--- config.mk ---
export PLATFORM = sky130hd
export DESIGN_NAME = alu_control
export DESIGN_NICKNAME = d
export VERILOG_FILES = /design/src/rtl/alu_ctrl_pkg.sv /design/src/rtl/alu_funct_decode.sv /design/src/rtl/alu_control.sv
export SDC_FILE = /design/constraint.sdc
export NUM_CORES = 1
export LEC_CHECK = 0
export CAP_MARGIN = 20
export CORE_AREA = 2 2 39 41
export DETAILED_ROUTE_END_ITERATION = 7
export DIE_AREA = 0 0 41 43
export PLACE_DENSITY_LB_ADDON = 0.1
export SLEW_MARGIN = 0
export SYNTH_ARGS = -nofsm -noshare
export SYNTH_HDL_FRONTEND = slang
export SYNTH_HIERARCHICAL = 1
export SYNTH_SLANG_ARGS = --single-unit
--- constraint.sdc ---
create_clock -name clk -period 0.8 [get_ports clk]
set_input_delay 0.16 -clock clk [delete_from_list [all_inputs] [get_ports clk]]
set_output_delay 0.16 -clock clk [all_outputs]
set_load 0.01 [all_outputs]
--- src/rtl/alu_ctrl_pkg.sv ---
// Shared encodings for the ALU control decoder: ALUOp classes, ALU operation
// codes and the canonical R-type funct values.
package alu_ctrl_pkg;

  localparam logic [1:0] ALUOP_ADD   = 2'b00;
  localparam logic [1:0] ALUOP_SUB   = 2'b01;
  localparam logic [1:0] ALUOP_RTYPE = 2'b10;

  localparam logic [3:0] OP_AND = 4'b0000;
  localparam logic [3:0] OP_OR  = 4'b0001;
  localparam logic [3:0] OP_ADD = 4'b0010;
  localparam logic [3:0] OP_SUB = 4'b0110;
  localparam logic [3:0] OP_SLT = 4'b0111;
  localparam logic [3:0] OP_NOR = 4'b1100;

  localparam logic [5:0] FUNCT_ADD = 6'b100000;
  localparam logic [5:0] FUNCT_SUB = 6'b100010;
  localparam logic [5:0] FUNCT_AND = 6'b100100;
  localparam logic [5:0] FUNCT_OR  = 6'b100101;
  localparam logic [5:0] FUNCT_NOR = 6'b100111;
  localparam logic [5:0] FUNCT_SLT = 6'b101010;

  // Only funct[3:0] distinguishes the R-type operations.
  function automatic logic is_base_funct(input logic [3:0] low);
    return (low == FUNCT_ADD[3:0]) || (low == FUNCT_SUB[3:0]) ||
           (low == FUNCT_AND[3:0]) || (low == FUNCT_OR[3:0])  ||
           (low == FUNCT_SLT[3:0]);
  endfunction

endpackage

--- src/rtl/alu_funct_decode.sv ---
// Combinational R-type funct decoder. Define ALU_CTRL_NOR_EN to add the
// NOR operation (funct[3:0]=0111) ahead of the normal priority rules.
module alu_funct_decode
  import alu_ctrl_pkg::*;
(
  input  logic [5:0] funct,
  output logic [3:0] op,
  output logic       unsupported
);

  logic [3:0] low;
  assign low = funct[3:0];

  always_comb begin
    op          = OP_ADD;
    unsupported = !is_base_funct(low);
`ifdef ALU_CTRL_NOR_EN
    if (low == FUNCT_NOR[3:0]) begin
      op          = OP_NOR;
      unsupported = 1'b0;
    end else
`endif
    if (low[0])
      op = OP_OR;
    else if (low[1] && low[3])
      op = OP_SLT;
    else if (low[1])
      op = OP_SUB;
    else if (low[2])
      op = OP_AND;
    else
      op = OP_ADD;
  end

endmodule

--- src/rtl/alu_control.sv ---
// Registered ALU control: selects add/sub/R-type decode on ALUOp and registers
// the operation code and unsupported flag. Optional macro: ALU_CTRL_NOR_EN.
module alu_control
  import alu_ctrl_pkg::*;
(
  input  logic       clk,
  input  logic       reset,
  input  logic [1:0] ALUOp,
  input  logic [5:0] funct,
  output logic [3:0] operation,
  output logic       unsupported
);

  logic [3:0] rtype_op;
  logic       rtype_unsupported;
  logic [3:0] next_op;
  logic       next_unsupported;

  alu_funct_decode u_decode (
    .funct       (funct),
    .op          (rtype_op),
    .unsupported (rtype_unsupported)
  );

  // ALUOp 10 and 11 both select the R-type decode.
  always_comb begin
    next_op          = OP_ADD;
    next_unsupported = 1'b0;
    if (ALUOp[1]) begin
      next_op          = rtype_op;
      next_unsupported = rtype_unsupported;
    end else if (ALUOp == ALUOP_SUB) begin
      next_op = OP_SUB;
    end
  end

  always_ff @(posedge clk) begin
    if (reset) begin
      operation   <= OP_AND;
      unsupported <= 1'b0;
    end else begin
      operation   <= next_op;
      unsupported <= next_unsupported;
    end
  end

endmodule

==> results.toml, run 1 <==
[power_and_ir_drop]
power.density_nw_per_um2 = 1878
finalPower_w = 0.0006392
p_leak_nw = 0.1910
ir_drop_mv = 0.2690

[floorplanning]
core_area_sq_um = 1384
num_io_pins = 15
initial_core_util_pct = 14.92
rows = 14
dieArea_sq_um = 1763
die_h_um = 43
dieWidth_um = 41

[final_layout]
multi_input_area_sq_um = 87.58
n_antenna_cell = 0
regArea_sq_um = 100.1
syn_to_final_growth_pct = 64.85
nets = 48
drive_above_1_share_pct = 27.03
utilization_pct = 24.59
fillCellCount = 174

[drt]
vias_per_cell = 3.358
drt_iter0_markers = 0
route.vias.total = 178
antenna_left = 0
routed_wirelength_um = 409
firstDrtPassIters = 1
wl_per_cell_um = 7.717
drc = 0

[critical_path]
crit_chain = "buf_2"
critical_path_arrival_ns = 0.65
slowest_delay_ns = 0.29
setup.worst_path.start_class = "flip-flop"
endpoint_kind = "primary output"
worstPathMaxFanout = 1
crit_family = "flip-flops"
crit_type = "flip-flop to primary output"
slowest_stage = "dfxtp_1"
crit_buf_inv = 1
required_ns = 0.64

[sta]
slew_violations = 0
finalHoldViolCount = 0
fmax_ghz = 1.234
fin_crit_ns = 0.8105
setup_viol = 5
period_share_pct = 101.3
rsz0062_at_grt = "yes"
final.setup.worst_slack_ns = -0.01054

[place]
dp_hpwl_um = 328.3
place_congestion = 0.5920
portBuffers = 12

[clocking]
cts_hold_buffers = 0
root_buffer = "clkbuf_4"
cts_resized = 24
cts_tree = "done"
numClockSinks = 5
cts_buffer_depth = 2
post_cts_buffers = 0
cts-htree-levels = 1
clkTransAtPathRegs_ns = 0.04
cts_buffers = 3

[logic_synthesis]
syn_area_per_cell_sq_um = 9.384
syn_nets = 32
ys_ff_latch = 5
synth_cells = 22
yosys_warnings = 6
ys_types = 11
yosysSeqAreaShare_pct = 48.48
synth_area_sq_um = 206.4

[global_routing]
grt_pass1_wl_um = 579
antenna_found_initial = 0
grt_start_max_net_pins = 5
grtUsageTotal_pct = 5.717
grt_pass1_vias = 163
grt_overflow = 0

[run_status]
status = "complete, but fails checks"
failed_checks = "negative setup slack"

[min_path]
hold_class = "primary input to flip-flop"

[flow_run]
max-cap-violations = 0
==> path summary, 6_finish.rpt <==
check	from	endpoint	slack, ns	cells past startpoint
max	operation[1]	operation[1]	-0.01	1
min	reset	operation[1]	0.19	2
==> per-stage QoR <==
stage | setup WS (ns) | TNS [ns] | instance area [sq um] | hold WS, ns | instances
5_1_grt | -0.03749 | -0.1659 | 340.3 | 0.2176 | 53
4_1_cts | -0.02752 | -0.1183 | 335.3 | 0.3042 | 53
6_report | -0.01054 | -0.04497 | 340.3 | 0.1936 | 53
3_3_place_gp | -0.3637 | -2.053 | 339.1 | 0.7924 | 49
2_1_floorplan | 0.1986 | 0 | 206.4 | 0.2291 | 22
3_5_place_dp | -0.3871 | -2.110 | 339.1 | 0.8048 | 49
==> flip-flops by register name, summed over array words and instances, names as in the netlist <==
register     count
unsupported      1
operation        4
==> cell usage after synthesis, drive strengths merged <==
cell type / n / share of area, %
dfxtp: 5 / 48
a21oi: 2 / 4.8
conb: 1 / 1.8
and2: 3 / 9.1
inv: 3 / 5.5
nor2b: 1 / 6.7
o21ai: 1 / 2.4
mux2i: 2 / 9.7
a21o: 1 / 4.2
nor2: 2 / 3.6
buf: 1 / 3.6
==> power by group <==
part           leakage, nW  internal [W]  switching (W)  total (W)
sequential          0.0414      0.000264     0.00000227   0.000266
combinational        0.135     0.0000500      0.0000386  0.0000886
clock               0.0150      0.000188      0.0000963   0.000284
total                0.191      0.000502       0.000137   0.000639
==> per-layer routing <==
layer	wire, um	GRT usage [%]	vias to the layer above
met5	0	0	-
met4	19	12.00	0
met3	52	0	2
met2	196	7.187	11
met1	140	5.128	69
li1	-	-	96
==> layout by cell type (no fill, tap or decap) <==
cell type,instances
dlymetal6s2s_1,2
a21oi_1,2
inv_1,3
nor2_1,2
nor2b_4,1
conb_1,1
clkbuf_1,1
mux2i_1,2
o21ai_1,1
dfxtp_1,5
dlygate4sd2_1,4
a21o_2,1
clkdlybuf4s50_1,1
buf_2,5
clkbuf_4,3
and2_1,3
==> cells by family after synthesis <==
family	count (synthesis)	share of synthesized area, %
simple gates	6	19.39
flops	5	48.49
compound gates	4	11.51
buf+inv	4	9.092
mux	2	9.697
other cells	1	1.816
==> layout make-up <==
class | instances | share of cell area, %
clock buffer | 4 | 7.721
inverter | 3 | 3.309
multi-input combinational | 13 | 25.74
sequential | 5 | 29.41
tap | 16 | 5.882
timing repair buffer | 12 | 27.94
Note: power is estimated with default switching activity, not from simulation.
==> run 2: changes to the inputs <==
- RECOVER_POWER: not set -> 25
- SYNTH_HIERARCHICAL: 1 -> not set
- clock period: 0.8 -> 0.95 ns (I/O delays scaled with it)
==> run 2 against run 1 <==
Effect of this change: the flow now finishes without violations; first-iteration DRC count stayed put; non-clock buffer count is 1 higher; global-route usage is 0.21 points lower; die area stayed put; critical endpoint is now operation[2]; highest routed layer is now met3.
==> results.toml, run 2 <==
[run_status]
status = "complete, no violations"

[sta]
tns_ns = 0
finalHoldViolCount = 0
slew_violations = 0
rsz0062_at_grt = "no"
fmax_ghz = 1.118
holdWs_ns = 0.3199
fin_crit_ns = 0.8941
setup_viol = 0
period_share_pct = 94.11

[logic_synthesis]
yosysTopAreaCell = "dfxtp_1"
synth_common_cells = "dfxtp_1, a21oi_1, nand2b_1"
ys_types = 12
synth_edf_count = 0
synth-main-ff-cell = "dfxtp_1"
synth_area_leaders = "dfxtp_1, a21oi_1, nand2b_1, mux2i_1, a21oi_2"
yosysSeqAreaShare_pct = 48.85
yosys_warnings = 0
syn_nets = 28
async_flop_share_pct = 0
syn_area_per_cell_sq_um = 9.106
synth.most_common_cell = "dfxtp_1"
synth_top_area_share_pct = 48.85
synth_area_sq_um = 163.9
ys_ff_latch = 4
synth_cells = 18

[power_and_ir_drop]
net-switching-power_w = 0.00009310
intPower_w = 0.0003664
p_leak_nw = 0.1488
ir_drop_mv = 0.2185
clkPwrFrac_pct = 43.4
power_frac_seq_pct = 39.3
power.density_nw_per_um2 = 1499
switching_share_pct = 20.26
combPwrFrac_pct = 17.3

[place]
place_congestion = 0.5954
portBuffers = 11
dpl_cell_area_sq_um = 301.5

[flow_run]
max-cap-violations = 0

[clocking]
cts-htree-levels = 1
post_cts_buffers = 0
cts_buffers = 3
numClockSinks = 4
cts_resized = 11
cts_hold_buffers = 0
cts_tree = "done"
clkTransAtPathRegs_ns = 0.03
root_buffer = "clkbuf_4"
cts_buffer_depth = 2

[floorplanning]
dieWidth_um = 41
dieArea_sq_um = 1763
num_io_pins = 15
core_area_sq_um = 1384
die_h_um = 43
initial_core_util_pct = 11.84
rows = 14

[global_routing]
grt_start_max_net_pins = 5
grt_pass1_vias = 189
grt_overflow = 0
antenna_found_initial = 0
grtUsageTotal_pct = 5.511
grt_pass1_wl_um = 621

[final_layout]
largest-register = "operation"
final_common_cell = "clkdlybuf4s50_1"
stdcell_area_sq_um = 306.5
nets = 45
final_cell_mix = "clkdlybuf4s50_1, dfxtp_1, a21oi_1, clkbuf_4, buf_2"
n_antenna_cell = 0
reg_top3 = "operation x3, unsupported x1"
drive_above_1_share_pct = 33.33
largest_reg_flops = 3
syn_to_final_growth_pct = 87.02
fillCellCount = 163

[drt]
drt_iter0_markers = 0
firstDrtPassIters = 1
antenna_left = 0
routed_wirelength_um = 387
drc = 0
vias_per_cell = 3.469
wl_per_cell_um = 7.898
route.vias.total = 170

[min_path]
hold_class = "primary input to flip-flop"

[critical_path]
setup.worst_path.start_class = "primary input"
endpoint_kind = "flip-flop"
crit_type = "primary input to flip-flop"
worstPathMaxFanout = 4
critical_path_arrival_ns = 1.05
required_ns = 1.10
[run 2: path summary, 6_finish.rpt]
kind                  startpoint  slack [ns]      endpoint  depth (start not counted)
worst max-delay path    ALUOp[1]        0.06  operation[2]                          3
worst min-delay path    funct[1]        0.32  operation[0]                          3
[run 2: kinds of logic (layout without fill, tap and decap cells)]
| logic type | Yosys count | after routing | share of synthesized area (%) |
|---|---|---|---|
| AND/OR/NAND/NOR | 5 | 5 | 16.79 |
| AO/OA/AOI/OAI | 5 | 5 | 19.08 |
| other | 1 | 1 | 2.288 |
| flip-flops | 4 | 4 | 48.86 |
| multiplexers | 1 | 1 | 6.107 |
| buffers and inverters | 2 | 17 | 6.870 |
[run 2: area by class of cell]
class / instances / area, sq um / area share, %
inverter: 1 / 3.754 / 1.224
sequential: 4 / 80.08 / 26.12
clock buffer: 3 / 22.52 / 7.347
multi-input combinational: 12 / 72.57 / 23.67
timing repair buffer: 13 / 107.6 / 35.10
tap: 16 / 20.02 / 6.531
[run 2: layer usage]
metal | wire length (um) | part of all wire [%] | up-vias | GRT usage (%)
li1 | - | - | 87 | -
met1 | 146 | 38 | 73 | 4.473
met2 | 184 | 48 | 10 | 7.813
met3 | 55 | 14 | 0 | 2.094
met4 | 0 | 0 | 0 | 8.000
met5 | 0 | 0 | - | 0
[run 2: per-stage QoR]
| stage | worst slack [ns] | util, % | total power [W] | instances |
|---|---|---|---|---|
| floorplan | 0.4216 | - | 0.0002125 | 18 |
| global placement | -0.1835 | 21.79 | 0.0002725 | 46 |
| detailed placement | -0.1988 | 21.79 | 0.0002739 | 46 |
| CTS | 0.001907 | 23.69 | 0.0004797 | 49 |
| global route | 0.02250 | 22.15 | 0.0004858 | 49 |
| finish | 0.05591 | 22.15 | 0.0004595 | 49 |
[run 2: power by group through the flow]
stage	Sequential (W)	Combinational, W	Clock (W)
floorplan	0.000189	0.0000235	0
global placement	0.000183	0.0000892	0
detailed placement	0.000184	0.0000904	0
CTS	0.000181	0.0000872	0.000211
global route	0.000181	0.0000872	0.000217
finish	0.000181	0.0000795	0.000199
[run 2: worst max-delay path: stages]
cell	delay, ns
dlygate4sd3_1	0.58
nand2b_1	0.15
a21oi_1	0.12
==> run 3: changes to the inputs <==
- RECOVER_POWER: 25 -> 100
==> run 3 against run 2 <==
Effect of this change: sequential share of layout area rose by 0.43 points; worst setup slack hardly changed; count of clock-buffer cells in the layout unchanged; global-route usage stayed put; hold slack unchanged; sequential power is essentially flat; total power is 0.47% lower; final cell count unchanged; design area down 1.6%; critical path type unchanged.
==> results.toml, run 3 (synthesized netlist as in run 2, its figures left out) <==
[run_status]
status = "complete, no violations"

[sta]
slew_violations = 0
finalHoldViolCount = 0
tns_ns = 0
fin_crit_ns = 0.8941
period_share_pct = 94.11
fmax_ghz = 1.118
setup_viol = 0
rsz0062_at_grt = "no"

[critical_path]
slowest_stage = "dlygate4sd3_1"
worstPathMaxFanout = 4
crit_buf_inv = 1
crit_family = "buffers and inverters"
crit_type = "primary input to flip-flop"
slowest_delay_ns = 0.58
critical_path_arrival_ns = 1.05
setup.worst_path.start_class = "primary input"
crit_chain = "dlygate4sd3_1, nand2b_1, a21oi_1"
endpoint_kind = "flip-flop"
required_ns = 1.10

[drt]
route.vias.total = 170
drc = 0
vias_per_cell = 3.469
drt_iter0_markers = 0
antenna_left = 0
wl_per_cell_um = 8.041
firstDrtPassIters = 1
routed_wirelength_um = 394

[power_and_ir_drop]
finalPower_w = 0.0004574
power.density_nw_per_um2 = 1517
ir_drop_mv = 0.2180
p_leak_nw = 0.1341

[final_layout]
largest_reg_flops = 3
multi_input_area_sq_um = 72.57
syn_to_final_growth_pct = 83.97
reg_top3 = "operation x3, unsupported x1"
final_cells = 49
final_cell_mix = "clkdlybuf4s50_1, dfxtp_1, clkbuf_1"
nets = 45
regArea_sq_um = 80.08
utilization_pct = 21.79
n_antenna_cell = 0
drive_above_1_share_pct = 21.21
final_common_cell = "clkdlybuf4s50_1"
largest-register = "operation"
fillCellCount = 163

[floorplanning]
rows = 14
core_area_sq_um = 1384
die_h_um = 43
dieWidth_um = 41
initial_core_util_pct = 11.84
num_io_pins = 15
dieArea_sq_um = 1763

[clocking]
numClockSinks = 4
post_cts_buffers = 0
cts_hold_buffers = 0
root_buffer = "clkbuf_4"
cts_resized = 11
cts_buffer_depth = 2
clkTransAtPathRegs_ns = 0.03
cts_buffers = 3
cts-htree-levels = 1
cts_tree = "done"

[flow_run]
max-cap-violations = 0

[place]
placed_cells = 46
place_congestion = 0.5954
portBuffers = 11

[global_routing]
grt_pass1_wl_um = 621
grtUsageTotal_pct = 5.511
antenna_found_initial = 0
grt_pass1_vias = 189
grt_start_max_net_pins = 5
grt_overflow = 0

[min_path]
hold_class = "primary input to flip-flop"
run 3: stage by stage:
stage	setup WS, ns	hold WS (ns)	instance area, sq um
2_1_floorplan	0.4216	0.2524	163.9
3_3_place_gp	-0.1835	0.7754	301.5
3_5_place_dp	-0.1988	0.7705	301.5
4_1_cts	0.001907	0.5276	327.8
5_1_grt	0.02250	0.3643	301.5
6_report	0.05591	0.3199	301.5
run 3: cell type report:
type                    count  area share, %
multi-input cells          12          24.07
inverters                   1          1.245
well taps                  16          6.639
clock buffers               3          7.469
flip-flops and latches      4          26.56
repair buffers             13          34.02
run 3: worst paths after layout:
| kind | startpoint | end | slack (ns) | cells after the start |
|---|---|---|---|---|
| min | funct[1] | operation[0] | 0.32 | 3 |
| max | ALUOp[1] | operation[2] | 0.06 | 3 |
run 3: where the power goes:
group / leakage (nW) / switching [W] / total (W) / internal, W
registers: 0.0332 / 0.00000210 / 0.000181 / 0.000179
logic: 0.0871 / 0.0000326 / 0.0000770 / 0.0000445
clock network: 0.0138 / 0.0000588 / 0.000199 / 0.000141
run 3: layer usage:
metal,GRT usage [%],wire length [um]
met2,7.813,184
met3,2.094,54
met4,8.000,0
met1,4.473,155
met5,0,0
